`src/rtl/weddinglight_pkg.sv`:
```
// Shared types for the wedding-light pattern sequencer.
// States, mode codes, seed kinds and bounce direction.
package weddinglight_pkg;

    typedef enum logic [1:0] {
        ST_IDLE,
        ST_LOAD,
        ST_RUN,
        ST_NEXT
    } state_e;

    localparam logic [1:0] MODE_ROTL   = 2'd0;
    localparam logic [1:0] MODE_ROTR   = 2'd1;
    localparam logic [1:0] MODE_FILL   = 2'd2;
    localparam logic [1:0] MODE_BOUNCE = 2'd3;

    typedef enum logic [1:0] {
        SEED_ZERO,
        SEED_LSB,
        SEED_MSB
    } seed_e;

    typedef enum logic {
        DIR_LEFT  = 1'b0,
        DIR_RIGHT = 1'b1
    } dir_e;

    function automatic seed_e seed_of(input logic [1:0] m);
        seed_e s;
        unique case (m)
            MODE_ROTL:   s = SEED_LSB;
            MODE_ROTR:   s = SEED_MSB;
            MODE_FILL:   s = SEED_ZERO;
            MODE_BOUNCE: s = SEED_LSB;
            default:     s = SEED_ZERO;
        endcase
        return s;
    endfunction

endpackage

```
`src/rtl/weddinglight_prescaler.sv`:
```
// Step-rate prescaler: counts 0..PRESCALE-1 while enabled and not held,
// strobing tick on the last count of each period.
module weddinglight_prescaler #(
    parameter int PRESCALE = 4
) (
    input  logic clk,
    input  logic rst,
    input  logic clear,
    input  logic en,
    input  logic hold,
    output logic tick
);

    localparam int CW = (PRESCALE > 1) ? $clog2(PRESCALE) : 1;
    localparam logic [CW-1:0] LAST = CW'(PRESCALE - 1);

    logic [CW-1:0] cnt_q, cnt_d;

    assign tick = en & ~hold & ~clear & (cnt_q == LAST);

    always_comb begin
        cnt_d = cnt_q;
        if (clear) begin
            cnt_d = '0;
        end else if (en & ~hold) begin
            cnt_d = tick ? '0 : cnt_q + CW'(1);
        end
    end

    always_ff @(posedge clk or negedge rst) begin
        if (!rst) begin
            cnt_q <= '0;
        end else begin
            cnt_q <= cnt_d;
        end
    end

endmodule

```
`src/rtl/weddinglight_seq.sv`:
```
// Wedding-light pattern sequencer: ROTL/ROTR/FILL/BOUNCE with stop handling.
// Optional macro WEDDINGLIGHT_HOLD_EN adds a hold input that freezes RUN.
module weddinglight_seq
    import weddinglight_pkg::*;
#(
    parameter int WIDTH          = 16,
    parameter int PRESCALE       = 4,
    parameter int STEPS_PER_MODE = 16
) (
    input  logic             clk,
    input  logic             rst,
    input  logic             start,
    input  logic             stop,
`ifdef WEDDINGLIGHT_HOLD_EN
    input  logic             hold,
`endif
    output logic [WIDTH-1:0] q,
    output logic [1:0]       mode,
    output logic             step_tick,
    output logic             busy
);

    localparam int SCW = $clog2(STEPS_PER_MODE + 1);
    localparam logic [SCW-1:0] LAST_STEP = SCW'(STEPS_PER_MODE - 1);

    state_e           state_q, state_d;
    logic [WIDTH-1:0] q_q, q_d, seed, shifted;
    logic [1:0]       mode_q, mode_d;
    dir_e             dir_q, dir_d, dir_n;
    logic [SCW-1:0]   step_q, step_d;
    logic             pend_q, pend_d;
    logic             tick_q, tick_d;
    logic             bound, hold_w, stop_req, ps_en;

`ifdef WEDDINGLIGHT_HOLD_EN
    assign hold_w = hold;
`else
    assign hold_w = 1'b0;
`endif

    assign ps_en    = (state_q == ST_RUN);
    assign stop_req = stop | pend_q;

    weddinglight_prescaler #(
        .PRESCALE (PRESCALE)
    ) u_prescaler (
        .clk   (clk),
        .rst   (rst),
        .clear (~ps_en),
        .en    (ps_en),
        .hold  (hold_w),
        .tick  (bound)
    );

    always_comb begin
        seed = '0;
        unique case (seed_of(mode_q))
            SEED_ZERO: seed = '0;
            SEED_LSB:  seed = WIDTH'(1);
            SEED_MSB:  seed = {1'b1, {(WIDTH-1){1'b0}}};
            default:   seed = '0;
        endcase
    end

    // Bounce flips direction once the moving light lands on an end bit.
    always_comb begin
        shifted = q_q;
        dir_n   = dir_q;
        unique case (mode_q)
            MODE_ROTL: shifted = {q_q[WIDTH-2:0], q_q[WIDTH-1]};
            MODE_ROTR: shifted = {q_q[0], q_q[WIDTH-1:1]};
            MODE_FILL: shifted = {q_q[WIDTH-2:0], 1'b1};
            MODE_BOUNCE: begin
                if (dir_q == DIR_LEFT) begin
                    shifted = q_q << 1;
                    if (shifted[WIDTH-1]) dir_n = DIR_RIGHT;
                end else begin
                    shifted = q_q >> 1;
                    if (shifted[0]) dir_n = DIR_LEFT;
                end
            end
            default: shifted = q_q;
        endcase
    end

    always_comb begin
        state_d = state_q;
        q_d     = q_q;
        mode_d  = mode_q;
        dir_d   = dir_q;
        step_d  = step_q;
        pend_d  = 1'b0;
        tick_d  = 1'b0;
        unique case (state_q)
            ST_IDLE: begin
                q_d = '0;
                if (start & ~stop) state_d = ST_LOAD;
            end
            ST_LOAD: begin
                step_d = '0;
                dir_d  = DIR_LEFT;
                if (stop) begin
                    state_d = ST_IDLE;
                    q_d     = '0;
                end else begin
                    state_d = ST_RUN;
                    q_d     = seed;
                end
            end
            ST_RUN: begin
                pend_d = stop_req;
                if (bound) begin
                    if (stop_req) begin
                        state_d = ST_IDLE;
                        q_d     = '0;
                        pend_d  = 1'b0;
                    end else begin
                        q_d    = shifted;
                        dir_d  = dir_n;
                        tick_d = 1'b1;
                        step_d = step_q + SCW'(1);
                        if (step_q == LAST_STEP) state_d = ST_NEXT;
                    end
                end
            end
            ST_NEXT: begin
                mode_d = mode_q + 2'd1;
                if (stop) begin
                    state_d = ST_IDLE;
                    q_d     = '0;
                end else begin
                    state_d = ST_LOAD;
                end
            end
            default: state_d = ST_IDLE;
        endcase
    end

    always_ff @(posedge clk or negedge rst) begin
        if (!rst) begin
            state_q <= ST_IDLE;
            q_q     <= '0;
            mode_q  <= MODE_ROTL;
            dir_q   <= DIR_LEFT;
            step_q  <= '0;
            pend_q  <= 1'b0;
            tick_q  <= 1'b0;
        end else begin
            state_q <= state_d;
            q_q     <= q_d;
            mode_q  <= mode_d;
            dir_q   <= dir_d;
            step_q  <= step_d;
            pend_q  <= pend_d;
            tick_q  <= tick_d;
        end
    end

    assign q         = q_q;
    assign mode      = mode_q;
    assign step_tick = tick_q;
    assign busy      = (state_q != ST_IDLE);

endmodule

```
`config.mk`:
```
export PLATFORM = sky130hd
export DESIGN_NAME = weddinglight_seq
export DESIGN_NICKNAME = d
export VERILOG_FILES = /design/src/rtl/weddinglight_pkg.sv /design/src/rtl/weddinglight_prescaler.sv /design/src/rtl/weddinglight_seq.sv
export SDC_FILE = /design/constraint.sdc
export NUM_CORES = 1
export LEC_CHECK = 0
export BUFFER_PORTS_ARGS = -buffer_cell sky130_fd_sc_hd__clkbuf_2
export CAP_MARGIN = 0
export CORE_AREA = 2 2 65 67
export CTS_CLUSTER_DIAMETER = 200
export CTS_CLUSTER_SIZE = 14
export DETAILED_ROUTE_END_ITERATION = 10
export DIE_AREA = 0 0 67 69
export PLACE_DENSITY = 0.61
export SETUP_SLACK_MARGIN = 0.15
export SYNTH_ARGS = -nofsm -noshare
export SYNTH_HDL_FRONTEND = slang
export SYNTH_SLANG_ARGS = --single-unit
```
`constraint.sdc`:
```
create_clock -name clk -period 3.5 [get_ports clk]
set_input_delay 0.7 -clock clk [delete_from_list [all_inputs] [get_ports clk]]
set_output_delay 0.7 -clock clk [all_outputs]
set_load 0.01 [all_outputs]
```
==> flow_summary.yaml <==
status:
  outcome: "finished, final reports clean"
global_route:
  grt_pass1_vias: 1230
  antenna_found_initial: 0
  grt_max_degree: 31
  grt-ovfl-total: 0
  track_usage_pct: 16.4
  grt_pass1_wl_um: 5700
timing:
  rsz0062_at_grt: "false"
  final.period_utilization_pct: 53.1
  worstMarginPinSlew_ns: 0.855
  clock_skew_ns: 0.00624
  fmax_mhz: 538
  finalSetupViolCount: 0
  holdWs_ns: 0.432
  maxSlewViolCount: 0
  hold_viol: 0
  relSlewSlack_pct: 42.6
  setup_tns_ns: 0
  finalCriticalPeriod_ns: 1.86
yosys:
  synth_xor_area_share_pct: 1.09
  muxShareOfSynthArea_pct: 0.622
  ys_types: 34
  synth_compound_area_share_pct: 19.1
  yosysSeqAreaShare_pct: 46.7
  postSynthAreaPerCell_sq_um: 9.87
  synthAdderAreaFrac_pct: 10.1
  synth_area_leaders: "dfrtp_1 47%, ha_1 10%, a22oi_1 6.1%, nand2_1 5.6%, o21ai_1 3.7%"
  synth_top_family_by_area: "compound AO/OA/AOI/OAI gates"
  synthesis.area_sq_um: 1610
  syn_nets: 180
  ys_ff_latch: 30
  syn_inst: 163
  synth_top_area_cell: "dfrtp_1"
  ys_warn_count: 0
  synth-simple-area-share_pct: 17.7
  synth_top_area_share_pct: 46.7
detailed_routing:
  dr.pass1.iters: 4
  routed.top_layer: "met4"
  viasPerCell: 5.29
  wl_met1_um: 1480
  ant_nets: 0
  route.detailed.drc: 0
  wl_per_cell_um: 14.2
  via_count: 1264
  met3_wirelength_um: 192
  route.met2.wl_um: 1650
  drt_wl_total_um: 3380
  first_iter_violations: 92
placed_design:
  portBuffers: 23
  dp_hpwl_um: 2460
  place_area_sq_um: 1750
  gp_congestion: 0.874
min_path:
  min_path_cells: 1
  hp-class: "reg -> reg"
clock_network:
  h-tree-depth: 2
  hold_buffers: 0
  post_cts_resized: 0
  clock_latency_ns: 0.28
  root_buffer: "clkbuf_8"
  clk_pin_slew_worst_paths_ns: 0.06
  cts_buffers: 5
  cts_setup_buffers: 0
  clk_path_buf_depth: 2
  cts_tree: "yes"
  cts_sinks: 30
power:
  leakagePower_nw: 0.870
  power_mw: 1.10
  swShare_pct: 38.8
  powerDensity_nw_per_um2: 594
  seq_power_share_pct: 37.9
  vdd_drop_max_mv: 0.317
  p_int_mw: 0.671
  p_switching_mw: 0.425
  clock_power_share_pct: 26.0
  power_frac_comb_pct: 36.1
floorplanning:
  die_area_sq_um: 4620
  coreArea_sq_um: 3910
  row_count: 23
  io_pins: 24
  start_util_pct: 41.1
  die_y_um: 69
  fp.dieW_um: 67
layout:
  fin_area_sq_um: 1850
  diodes: 0
  final_core_util_pct: 47.2
  layout_common_cells: "30 x dfrtp_1, 24 x nand2_1, 23 x clkbuf_2, 13 x a22oi_1, 13 x ha_1"
  drive_above_1_share_pct: 20.1
  area_growth_pct: 14.7
  finalNetCount: 205
  fill_cells: 401
  layout_commonest_cell: "dfrtp_1"
setup_path:
  path_cells: "inv_1 > ha_1 > nor2_2 > o21ai_1 > a22oi_1 > o21ai_0"
  cp.depth: 6
  crit_arrival_ns: 2.06
  worstPathMaxFanout: 13
  cp_data_required_time_ns: 3.70
  worst_setup_path_start_kind: "flop"
  cp_num_buf_inv: 1
  critPathSlowestCell: "o21ai_1"
  slowest_delay_ns: 0.46
  path_class: "reg -> reg"
  endpoint_kind: "flop"
  crit_family: "compound AO/OA/AOI/OAI gates"
  reg2reg_depth: 6
flow_run:
  cap_violations: 0
==> power by group through the flow <==
stage | Sequential [mW] | Combinational (mW) | Clock, mW
detailed placement | 0.421 | 0.399 | 0
CTS | 0.416 | 0.403 | 0.294
floorplan | 0.423 | 0.302 | 0
finish | 0.416 | 0.396 | 0.285
global placement | 0.420 | 0.387 | 0
global route | 0.421 | 0.443 | 0.311
==> registers in the layout (all words and copies together), names as in the netlist <==
signal,cells
state_q,2
u_prescaler.cnt_q,2
step_tick,1
pend_q,1
mode,2
step_q,5
q,16
dir_q,1
==> synth_stat cells, drive strengths merged <==
library cell   n
inv           11
xor2           2
dfrtp         30
nand2b         4
o31ai          1
mux2i          1
and2           1
and2b          1
clkbuf         1
a21boi         1
a22oi         13
and3           1
nor2           8
buf            4
a21o           1
nand4          2
and3b          1
nand3          4
a22o           1
ha            13
nand2         24
nor3b          1
o21ai         23
o21a           1
a32oi          3
nor2b          4
a21oi          6
==> per-layer routing <==
metal  GRT usage (%)  vias to the layer above
li1                -                      619
met2            25.4                       28
met3            5.71                        7
met1            20.1                      610
met5               0                        -
met4            7.26                        0
==> cell families after synthesis <==
group                      count (synthesis)
adders and majority gates                 13
muxes                                      1
AOI/OAI and AO/OA                         50
buffers and inverters                     16
DFF                                       30
and+or+nand+nor                           51
xor gates and xnor gates                   2
==> per-stage QoR <==
stage               instances  worst slack (ns)
floorplan                 163              1.92
global placement          231              1.70
detailed placement        231              1.64
CTS                       239              1.61
global route              239              1.43
finish                    239              1.64
==> worst register-to-register path: stages, from the launching register on <==
cell     delay [ns]
dfrtp_1        0.45
inv_1          0.13
ha_1           0.28
nor2_2         0.09
o21ai_1        0.46
a22oi_1        0.19
o21ai_0        0.18
==> worst paths after layout <==
kind / startpoint / endpoint / slack [ns]
max in group asynchronous: rst / pend_q$_DFF_PN0_ / 2.55
worst min-delay path: u_prescaler.cnt_q[0]$_DFF_PN0_ / u_prescaler.cnt_q[0]$_DFF_PN0_ / 0.43
min in group asynchronous: rst / q[5]$_DFFE_PN0P_ / 0.48
worst max register to register: mode[0]$_DFFE_PN0N_ / q[10]$_DFFE_PN0P_ / 1.64
worst min register to register: u_prescaler.cnt_q[0]$_DFF_PN0_ / u_prescaler.cnt_q[0]$_DFF_PN0_ / 0.43
worst max-delay path: mode[0]$_DFFE_PN0N_ / q[10]$_DFFE_PN0P_ / 1.64
==> cell type report <==
| class | count | area [sq um] | area share (%) |
|---|---|---|---|
| clock buffers | 7 | 86.3 | 4.68 |
| well taps | 50 | 62.6 | 3.39 |
| multi-input cells | 117 | 782 | 42.4 |
| clock inverters | 1 | 5.00 | 0.271 |
| flip-flops and latches | 30 | 751 | 40.7 |
| repair buffers | 23 | 115 | 6.24 |
| inverters | 11 | 43.8 | 2.37 |
Note: power is estimated with default switching activity, not from simulation.
